**config.mk**
```make
export PLATFORM = sky130hd
export DESIGN_NAME = l1_maxpool
export DESIGN_NICKNAME = d
export VERILOG_FILES = /design/src/rtl/cnn_pkg.sv /design/src/rtl/vec_max.sv /design/src/rtl/l1_maxpool.sv
export SDC_FILE = /design/constraint.sdc
export NUM_CORES = 2
export LEC_CHECK = 0
export ABC_AREA = 1
export BUFFER_PORTS_ARGS = -buffer_cell sky130_fd_sc_hd__clkbuf_2
export CORE_ASPECT_RATIO = 1.4
export CORE_MARGIN = 2
export CORE_UTILIZATION = 62
export CTS_CLUSTER_SIZE = 20
export DETAILED_ROUTE_END_ITERATION = 12
export PLACE_DENSITY_LB_ADDON = 0.25
export SYNTH_ARGS = -nofsm -noshare
export SYNTH_HDL_FRONTEND = slang
export SYNTH_HIERARCHICAL = 1
export SYNTH_SLANG_ARGS = --single-unit
```
**constraint.sdc**
```tcl
create_clock -name axi_clk -period 12 [get_ports axi_clk]
set_input_delay 1.8 -clock axi_clk [delete_from_list [all_inputs] [get_ports axi_clk]]
set_output_delay 1.8 -clock axi_clk [all_outputs]
set_load 0.03 [all_outputs]
```
**src/rtl/cnn_pkg.sv**
```systemverilog
// Shared constants and FSM encoding for the CNN datapath.
package cnn_pkg;

  localparam int unsigned CH        = 16;
  localparam int unsigned DW        = 8;
  localparam int unsigned L1_OUT_W  = 14;
  localparam int unsigned L1_OUT_H  = 14;
  localparam int unsigned L1_POOL_W = 7;
  localparam int unsigned L1_POOL_H = 7;

  typedef enum logic {
    S_EVEN = 1'b0,
    S_ODD  = 1'b1
  } pool_state_e;

endpackage

```
**src/rtl/vec_max.sv**
```systemverilog
// Lane-wise unsigned maximum of two packed vectors (combinational).
module vec_max
  import cnn_pkg::*;
#(
  parameter int unsigned LANES = CH,
  parameter int unsigned LW    = DW
) (
  input  logic [LANES*LW-1:0] a,
  input  logic [LANES*LW-1:0] b,
  output logic [LANES*LW-1:0] max_c
);

  always_comb begin
    max_c = '0;
    for (int k = 0; k < int'(LANES); k++) begin
      max_c[k*LW +: LW] = (a[k*LW +: LW] >= b[k*LW +: LW]) ? a[k*LW +: LW] : b[k*LW +: LW];
    end
  end

endmodule

```
**src/rtl/l1_maxpool.sv**
```systemverilog
// Layer-1 2x2 stride-2 max pooling over a raster-ordered pixel stream.
// Horizontal pairs merge in pair_q; even-row pair maxima wait in a half-width line buffer.
module l1_maxpool #(
  parameter int unsigned CH   = cnn_pkg::CH,
  parameter int unsigned DW   = cnn_pkg::DW,
  parameter int unsigned IN_W = cnn_pkg::L1_OUT_W,
  parameter int unsigned IN_H = cnn_pkg::L1_OUT_H
) (
  input  logic             axi_clk,
  input  logic             axi_rst,
  input  logic             i_clear,
  input  logic [CH-1:0]    i_data_valid,
  input  logic [CH*DW-1:0] i_convoledData,
  output logic             o_data_valid,
  output logic [CH*DW-1:0] o_pooled_data,
  output logic             o_row_done,
  output logic             o_frame_done,
  output logic             o_err
);

  localparam int unsigned W    = CH * DW;
  localparam int unsigned CW   = $clog2(IN_W);
  localparam int unsigned RW   = $clog2(IN_H);
  localparam int unsigned HALF = IN_W / 2;
  localparam int unsigned AW   = (HALF > 1) ? $clog2(HALF) : 1;

  cnn_pkg::pool_state_e state_q, state_d;

  logic [CW-1:0] col_q;
  logic [RW-1:0] row_q;
  logic [W-1:0]  pair_q;
  logic [W-1:0]  lb [HALF];
  logic [AW-1:0] lb_idx_c;
  logic [W-1:0]  lb_rd_c;
  logic [W-1:0]  hmax_c;
  logic [W-1:0]  vmax_c;
  logic [W-1:0]  omax_c;

  logic full_c, partial_c, accept_c, col_last_c, row_last_c;
  logic pair_we_c, lb_we_c, out_fire_c;

  // Only an all-lanes-valid beat is a pixel; a partial one is an error.
  assign full_c     = &i_data_valid;
  assign partial_c  = (|i_data_valid) && !full_c;
  assign accept_c   = full_c && !i_clear;
  assign col_last_c = (col_q == CW'(IN_W - 1));
  assign row_last_c = (row_q == RW'(IN_H - 1));
  assign lb_idx_c   = AW'(col_q >> 1);
  assign lb_rd_c    = lb[lb_idx_c];

  vec_max #(.LANES(CH), .LW(DW)) u_hmax (.a(pair_q),  .b(i_convoledData), .max_c(hmax_c));
  vec_max #(.LANES(CH), .LW(DW)) u_vmax (.a(lb_rd_c), .b(pair_q),         .max_c(vmax_c));
  vec_max #(.LANES(CH), .LW(DW)) u_omax (.a(vmax_c),  .b(i_convoledData), .max_c(omax_c));

  always_ff @(posedge axi_clk or posedge axi_rst) begin
    if (axi_rst) state_q <= cnn_pkg::S_EVEN;
    else         state_q <= state_d;
  end

  // Row-parity FSM; also decodes what the current beat does.
  always_comb begin
    state_d    = state_q;
    pair_we_c  = 1'b0;
    lb_we_c    = 1'b0;
    out_fire_c = 1'b0;
    if (i_clear) begin
      state_d = cnn_pkg::S_EVEN;
    end else if (accept_c) begin
      if (!col_q[0])                        pair_we_c  = 1'b1;
      else if (state_q == cnn_pkg::S_EVEN)  lb_we_c    = 1'b1;
      else                                  out_fire_c = 1'b1;
      if (col_last_c) begin
        state_d = (state_q == cnn_pkg::S_EVEN) ? cnn_pkg::S_ODD : cnn_pkg::S_EVEN;
      end
    end
  end

  always_ff @(posedge axi_clk or posedge axi_rst) begin
    if (axi_rst) begin
      col_q <= '0;
      row_q <= '0;
    end else if (i_clear) begin
      col_q <= '0;
      row_q <= '0;
    end else if (accept_c) begin
      if (col_last_c) begin
        col_q <= '0;
        row_q <= row_last_c ? '0 : row_q + RW'(1);
      end else begin
        col_q <= col_q + CW'(1);
      end
    end
  end

  always_ff @(posedge axi_clk or posedge axi_rst) begin
    if (axi_rst)        pair_q <= '0;
    else if (pair_we_c) pair_q <= i_convoledData;
  end

  // Every slot is written on the even row before the odd row reads it.
  always_ff @(posedge axi_clk) begin
    if (lb_we_c) lb[lb_idx_c] <= hmax_c;
  end

  always_ff @(posedge axi_clk or posedge axi_rst) begin
    if (axi_rst) begin
      o_data_valid  <= 1'b0;
      o_pooled_data <= '0;
      o_row_done    <= 1'b0;
      o_frame_done  <= 1'b0;
      o_err         <= 1'b0;
    end else begin
      o_data_valid <= out_fire_c;
      o_row_done   <= out_fire_c && col_last_c;
      o_frame_done <= out_fire_c && col_last_c && row_last_c;
      if (out_fire_c) o_pooled_data <= omax_c;
      if (i_clear)        o_err <= 1'b0;
      else if (partial_c) o_err <= 1'b1;
    end
  end

endmodule

```
# Yosys cells after proc, flatten, opt, wreduce, memory -nomap -nowiden
# Memories as Yosys holds them, arrays and structs flattened.
# Cells that the tools add are included.
dict set report word_totals {
  reg_bits 269
  ramBits 896
  output_inout_bits 132
  wordCells 147
  mem_count 1
}
dict set report classes {
  add_sub_neg 2
  order_cmp 48
  n_eq_ne 2
  mux 73
  reduce_logical 12
}
# memory words width read_ports rd_ports_with_merged_regs wr line
set memory_table {}
lappend memory_table {lb 7 128 1 0 1 l1_maxpool.sv:32} ;# logic [W-1:0] lb [HALF];
# cell count
set op_table {}
lappend op_table {{$ge A8 B8 Y1} 48}
lappend op_table {{$mux W8} 48}
lappend op_table {{$mux W4} 7}
lappend op_table {{$mux W1} 18}
lappend op_table {{$reduce_and A16 Y1} 1}
lappend op_table {{$reduce_or A16 Y1} 1}
lappend op_table {{$add A4 B1 Y4 const B} 2}
lappend op_table {{$eq A4 B4 Y1 const B} 2}
lappend op_table {{$reduce_bool A2 Y1} 3}
lappend op_table {{$logic_and A1 B1 Y1} 4}
lappend op_table {{$logic_not A1 Y1} 2}
lappend op_table {{$reduce_and A2 Y1} 1}

# Longest topological paths before layout
dict set report logic_depth {
  depth_word 6
  ltp_mapped 34
  depth_no_buf 31
}

# Modules after synthesis
# Netlist, hierarchy kept.
# module n_inst cells_per_inst area_per_inst_um2 seq_area_each_um2
set modules_own_cells {}
lappend modules_own_cells {l1_maxpool 1 3534 44321.3 33637.3}
lappend modules_own_cells {{vec_max (u_omax ...)} 2 977 5579.1 0.0}
lappend modules_own_cells {{vec_max (u_hmax)} 1 977 5542.8 0.0}

# Worst setup path before layout
# Ideal clock, no wire load.
dict set report synth_timing {
  kind {input-to-reg}
  start {input port i_data_valid[0]}
  end {memory lb[0][0] (netlist bit), enable pin}
  arrival_ns 7.845
  required_time_ns 11.383
  setup_slack_ns 3.538
  stages 6
  n_path_buf 0
  cell_sequence {nand2_1 nor2_1 nand2_1 nor2_4 nand4_1 nor2_1}
}
dict set report synth_between {
  elab_chain_len 6
}
# item line
set synth_rtl {}
lappend synth_rtl {{start, declared} l1_maxpool.sv:12} ;# input logic [CH-1:0] i_data_valid,
lappend synth_rtl {{$reduce_and A16 Y1} l1_maxpool.sv:43} ;# assign full_c = &i_data_valid;
lappend synth_rtl {{$logic_and A1 B1 Y1} l1_maxpool.sv:45} ;# assign accept_c = full_c && !i_clear;
lappend synth_rtl {{$mux W1} l1_maxpool.sv:68} ;# end else if (accept_c) begin
lappend synth_rtl {{$mux W1} l1_maxpool.sv:66} ;# if (i_clear) begin
lappend synth_rtl {{$mux W1} l1_maxpool.sv:102} ;# if (lb_we_c) lb[lb_idx_c] <= hmax_c;
lappend synth_rtl {{$mux W1 (implied by the code)} l1_maxpool.sv:102}
lappend synth_rtl {{end, declared} l1_maxpool.sv:32}
# Every way passes these cells.

# Final worst setup path
dict set report layout_timing {
  start {register col_q[2]}
  end {register o_pooled_data[88]}
}
dict set report layout_between {
  elab_chain_len 5
}
# item line
set layout_rtl {}
lappend layout_rtl {{start, declared} l1_maxpool.sv:29} ;# logic [CW-1:0] col_q;
lappend layout_rtl {{start signal, assigned} l1_maxpool.sv:90} ;# col_q <= col_q + CW'(1);
lappend layout_rtl {{$mem_v2 Z7 W128} --}
lappend layout_rtl {{named net lb_rd_c[94]} l1_maxpool.sv:34} ;# logic [W-1:0] lb_rd_c;
lappend layout_rtl {{$ge A8 B8 Y1} vec_max.sv:16} ;# max_c[k*LW +: LW] = (a[k*LW +: LW] >= b[k*LW +: LW]) ? a[k*LW +: LW] : b[k*LW +: LW];
lappend layout_rtl {{$mux W8} vec_max.sv:16}
lappend layout_rtl {{named net vmax_c[95]} l1_maxpool.sv:36} ;# logic [W-1:0] vmax_c;
lappend layout_rtl {{$ge A8 B8 Y1} vec_max.sv:16}
lappend layout_rtl {{$mux W8} vec_max.sv:16}
lappend layout_rtl {{named net omax_c[88]} l1_maxpool.sv:37} ;# logic [W-1:0] omax_c;
lappend layout_rtl {{end signal, assigned} l1_maxpool.sv:116} ;# if (out_fire_c) o_pooled_data <= omax_c;
lappend layout_rtl {{end, declared} l1_maxpool.sv:15} ;# output logic [CH*DW-1:0] o_pooled_data,
# The timed path passes the listed nets, and every way through them passes these cells.
# A chain may end at the register's enable or synchronous reset.

==> results.md <==
* Min Tclk post-route at about 5600 ps
* Final period util at between 40% and 50%
* Main synth FF type: edfxtp_1
* Synth cell count leaders: 2383 x nand2_1, 896 x edfxtp_1, 858 x inv_1, 414 x nand3_1, 386 x ha_1
* Initial antenna violation count at 5
* Cell area after layout at about 0.067 mm2
* Clock group share of total power at between 40% and 50%
* Cell mode on critical path: nand2_1
* Clk Latency, worst-skew pair at approximately 730 ps
* Worst path slowest cell: inv_4
* Initial Utilization at 62.4%
* Final wirelength at 140000 um
* IO Count at around 280
* Port buffer count at between 200 and 300
* Max Slew Vio Count at 0
* Arrival @ worst endpoint at 6110 ps
* Post-synthesis net count at between 6000 and 7000
* Drt drc at 0
* Crit Path Max Fanout at 74
* Synth async-reset ratio at approximately 23%
* Dominant cells by area after synthesis: edfxtp_1 44%, nand2_1 15%, dfrtp_1 11%, ha_1 7.9%, inv_1 5.3%
* Rows at roughly 140
* Via count at 44400
* Synth area leader: edfxtp_1
* Die width at 269 um
* Yosys reg bits at between 1000 and 1500
* Synthesized cell area at 0.0610 mm2
* Num CTS Buffers at 108
* Grt total ovfl at 0
* LEAKAGE at about 30 nW
* Sequential fraction of the synthesis area at a little under three fifths
* Drt wl/cell at 17.3 um
* Mapped Cells at approximately 6500
* RSZ-0062 raised after global routing: no
* Max-Slew Margin vs Limit at between 20% and 30%
* Post-detail-place hpwl at ~88000 um
* Worst-Margin Slew at roughly 1100 ps
* Max Root-Sink Buffers at 3
* Final setup fails at 0
* Crit Path Class: flip-flop to flip-flop
* PD cells at about 120 mW/mm2
* GR Util All Layers at between 20 and 30%
* Synth Warn # at 6
* Max stage delay on crit path at between 800 and 900 ps
* Share of cells above drive strength 1 at 12.3%
* CTS sink cnt at 1165
* Drt pass-1 iters at 8
* Hold_buf cts at 0
* Status: finished, final reports clean
* Max_cap viols at 0
* Final core occ at roughly 68%
* Final Skew at 33.8 ps
* Initial DRC Count at around 3200
* Placer congestion estimate at slightly below 0.9
* NetSw at between 1.5 and 2 mW
* Remaining antenna violation count after routing at 0
* Yosys top cell area share at 44.1%
* Max frequency at 180 MHz
* VDD IR-drop max at approximately 130 uV
* Most common cell in the netlist: nand2_1
* Crit start category: flip-flop
* Syn_area_per_cell at 9.44 um2
* Sw Share at between 20% and 30%
* Final net count at 7213
* Post-synth EDFFs at 896
* Final hold viol count at 0
* Hold WC Path Type: flip-flop to flip-flop
* Synth unique cells at 35
* PostCTS Resize Cnt at 0
* Critical Path RT at ~13000 ps
* Int Pwr at around 6.4 mW
* CTS tree: yes
* Area growth from synthesis to layout at 9.03%
* Root Buffer: clkbuf_16
* Sum Neg Setup Slack at 0 ps
* Chip height at about 380 um
* Hold_ws at approximately 480 ps
* Clk pin slew, worst setup/hold paths at ~60 ps
* DR vias/cell at 5.49
* Post-CTS Setup Inserts at 0
* Setup crit end kind: flip-flop
* Die area at 0.101 mm2
* Critical path, cell by cell: inv_1 > nand3_1 > inv_4 > buf_4 > nand2_1 > nand4_1 > nand3b_1 > ha_1 > nand2_1 > o21a_1 > nand2_8 > nand2_2 > nand2_1 > ha_1 > nand2_1 > inv_1 > nor2_1 > o21a_1 > nand2_8 > nand2_2 > nand2_1 > inv_1 > o21ai_2
* Largest net degree at the start of global routing at 130
* Reg power frac at between 50% and 60%
* First-pass GRT wire length at 224000 um
* Area after DPL at between 0.06 and 0.07 mm2
* Core Area at about 0.098 mm2
* H-Tree Depth at 3
* Number of global-route vias before repair at ~44000
* Gate power share at roughly 4.0%
[stage by stage]
stage          cells  setup slack, ps  power, mW
6_report        8085             6440       8.20
2_1_floorplan   6465             2790       4.65
4_1_cts         8084             6470       8.25
3_3_place_gp    7881             6490       4.75
3_5_place_dp    7881             6420       4.77
5_1_grt         8085             6070       8.44
[path summary, 6_finish.rpt]
path                                                        to  cells past startpoint                      startpoint  slack (ps)
max in group asynchronous               pair_q[48]$_DFFE_PP0P_                      4                         axi_rst        8570
worst min register to register  o_pooled_data[124]$_DFFE_PP0N_                      2  o_pooled_data[124]$_DFFE_PP0N_         480
worst min-delay path            o_pooled_data[124]$_DFFE_PP0N_                      2  o_pooled_data[124]$_DFFE_PP0N_         480
min in group asynchronous        o_pooled_data[24]$_DFFE_PP0N_                      2                         axi_rst        1260
worst max-delay path             o_pooled_data[88]$_DFFE_PP0N_                     23            col_q[2]$_DFFE_PP0P_        6440
worst max register to register   o_pooled_data[88]$_DFFE_PP0N_                     23            col_q[2]$_DFFE_PP0P_        6440
[state kept, by name (all words and copies together), names as in the netlist]
signal         count
col_q              4
lb               896
state_q            1
o_data_valid       1
o_pooled_data    128
o_frame_done       1
row_q              4
pair_q           128
o_err              1
o_row_done         1
[power by group through the flow]
stage / sequential [mW] / combinational (mW) / clock (mW)
global placement: 4.44 / 0.318 / 0
global route: 4.35 / 0.379 / 3.71
CTS: 4.35 / 0.332 / 3.57
detailed placement: 4.44 / 0.330 / 0
finish: 4.35 / 0.329 / 3.52
floorplan: 4.44 / 0.214 / 0
[critical path: cells and delay by family, from the launching register on]
family,cells,cell delay [ps]
DFF,1,470
buffers and inverters,5,1870
and+or+nand+nor,13,1520
AOI/OAI and AO/OA,3,890
adders and majority gates,2,610
[per-layer routing]
metal	global-route usage (%)	part of all wire [%]
met5	0	0.032
met4	10.5	3.1
met3	4.01	6.5
met2	50.1	51
met1	33.1	39
[cell usage in the layout, fill, tap and decap left out, types with 108 or more instances in the layout]
| cell | n |
|---|---|
| nand2_1 | 2383 |
| o21ai_1 | 124 |
| nand2_2 | 136 |
| clkbuf_2 | 278 |
| o21ai_2 | 120 |
| ha_1 | 386 |
| nand3_1 | 414 |
| clkbuf_16 | 108 |
| inv_1 | 851 |
| nor2_1 | 209 |
| dfrtp_1 | 269 |
| nand4_1 | 156 |
| edfxtp_1 | 896 |
[cell families after synthesis]
kind of cell / after synthesis / share of synthesized area [%]
XOR/XNOR: 4 / 0.0574
buffers and inverters: 1060 / 7.78
flip-flops: 1165 / 55.1
AO/OA/AOI/OAI: 446 / 4.77
adder cells (fa/ha/maj): 386 / 7.91
AND/OR/NAND/NOR: 3404 / 24.4
[final cells by class]
cell class | count | area, um2
Sequential cell | 1165 | 33600
Timing Repair Buffer | 307 | 1660
Multi-Input combinational cell | 4240 | 22700
Antenna cell | 1 | 2.50
Clock buffer | 126 | 2770
Fill cell | 7346 | 31300
Clock inverter | 77 | 870
Tap cell | 1311 | 1640
Inverter | 858 | 3240
Power figures use the tool's default switching activity.
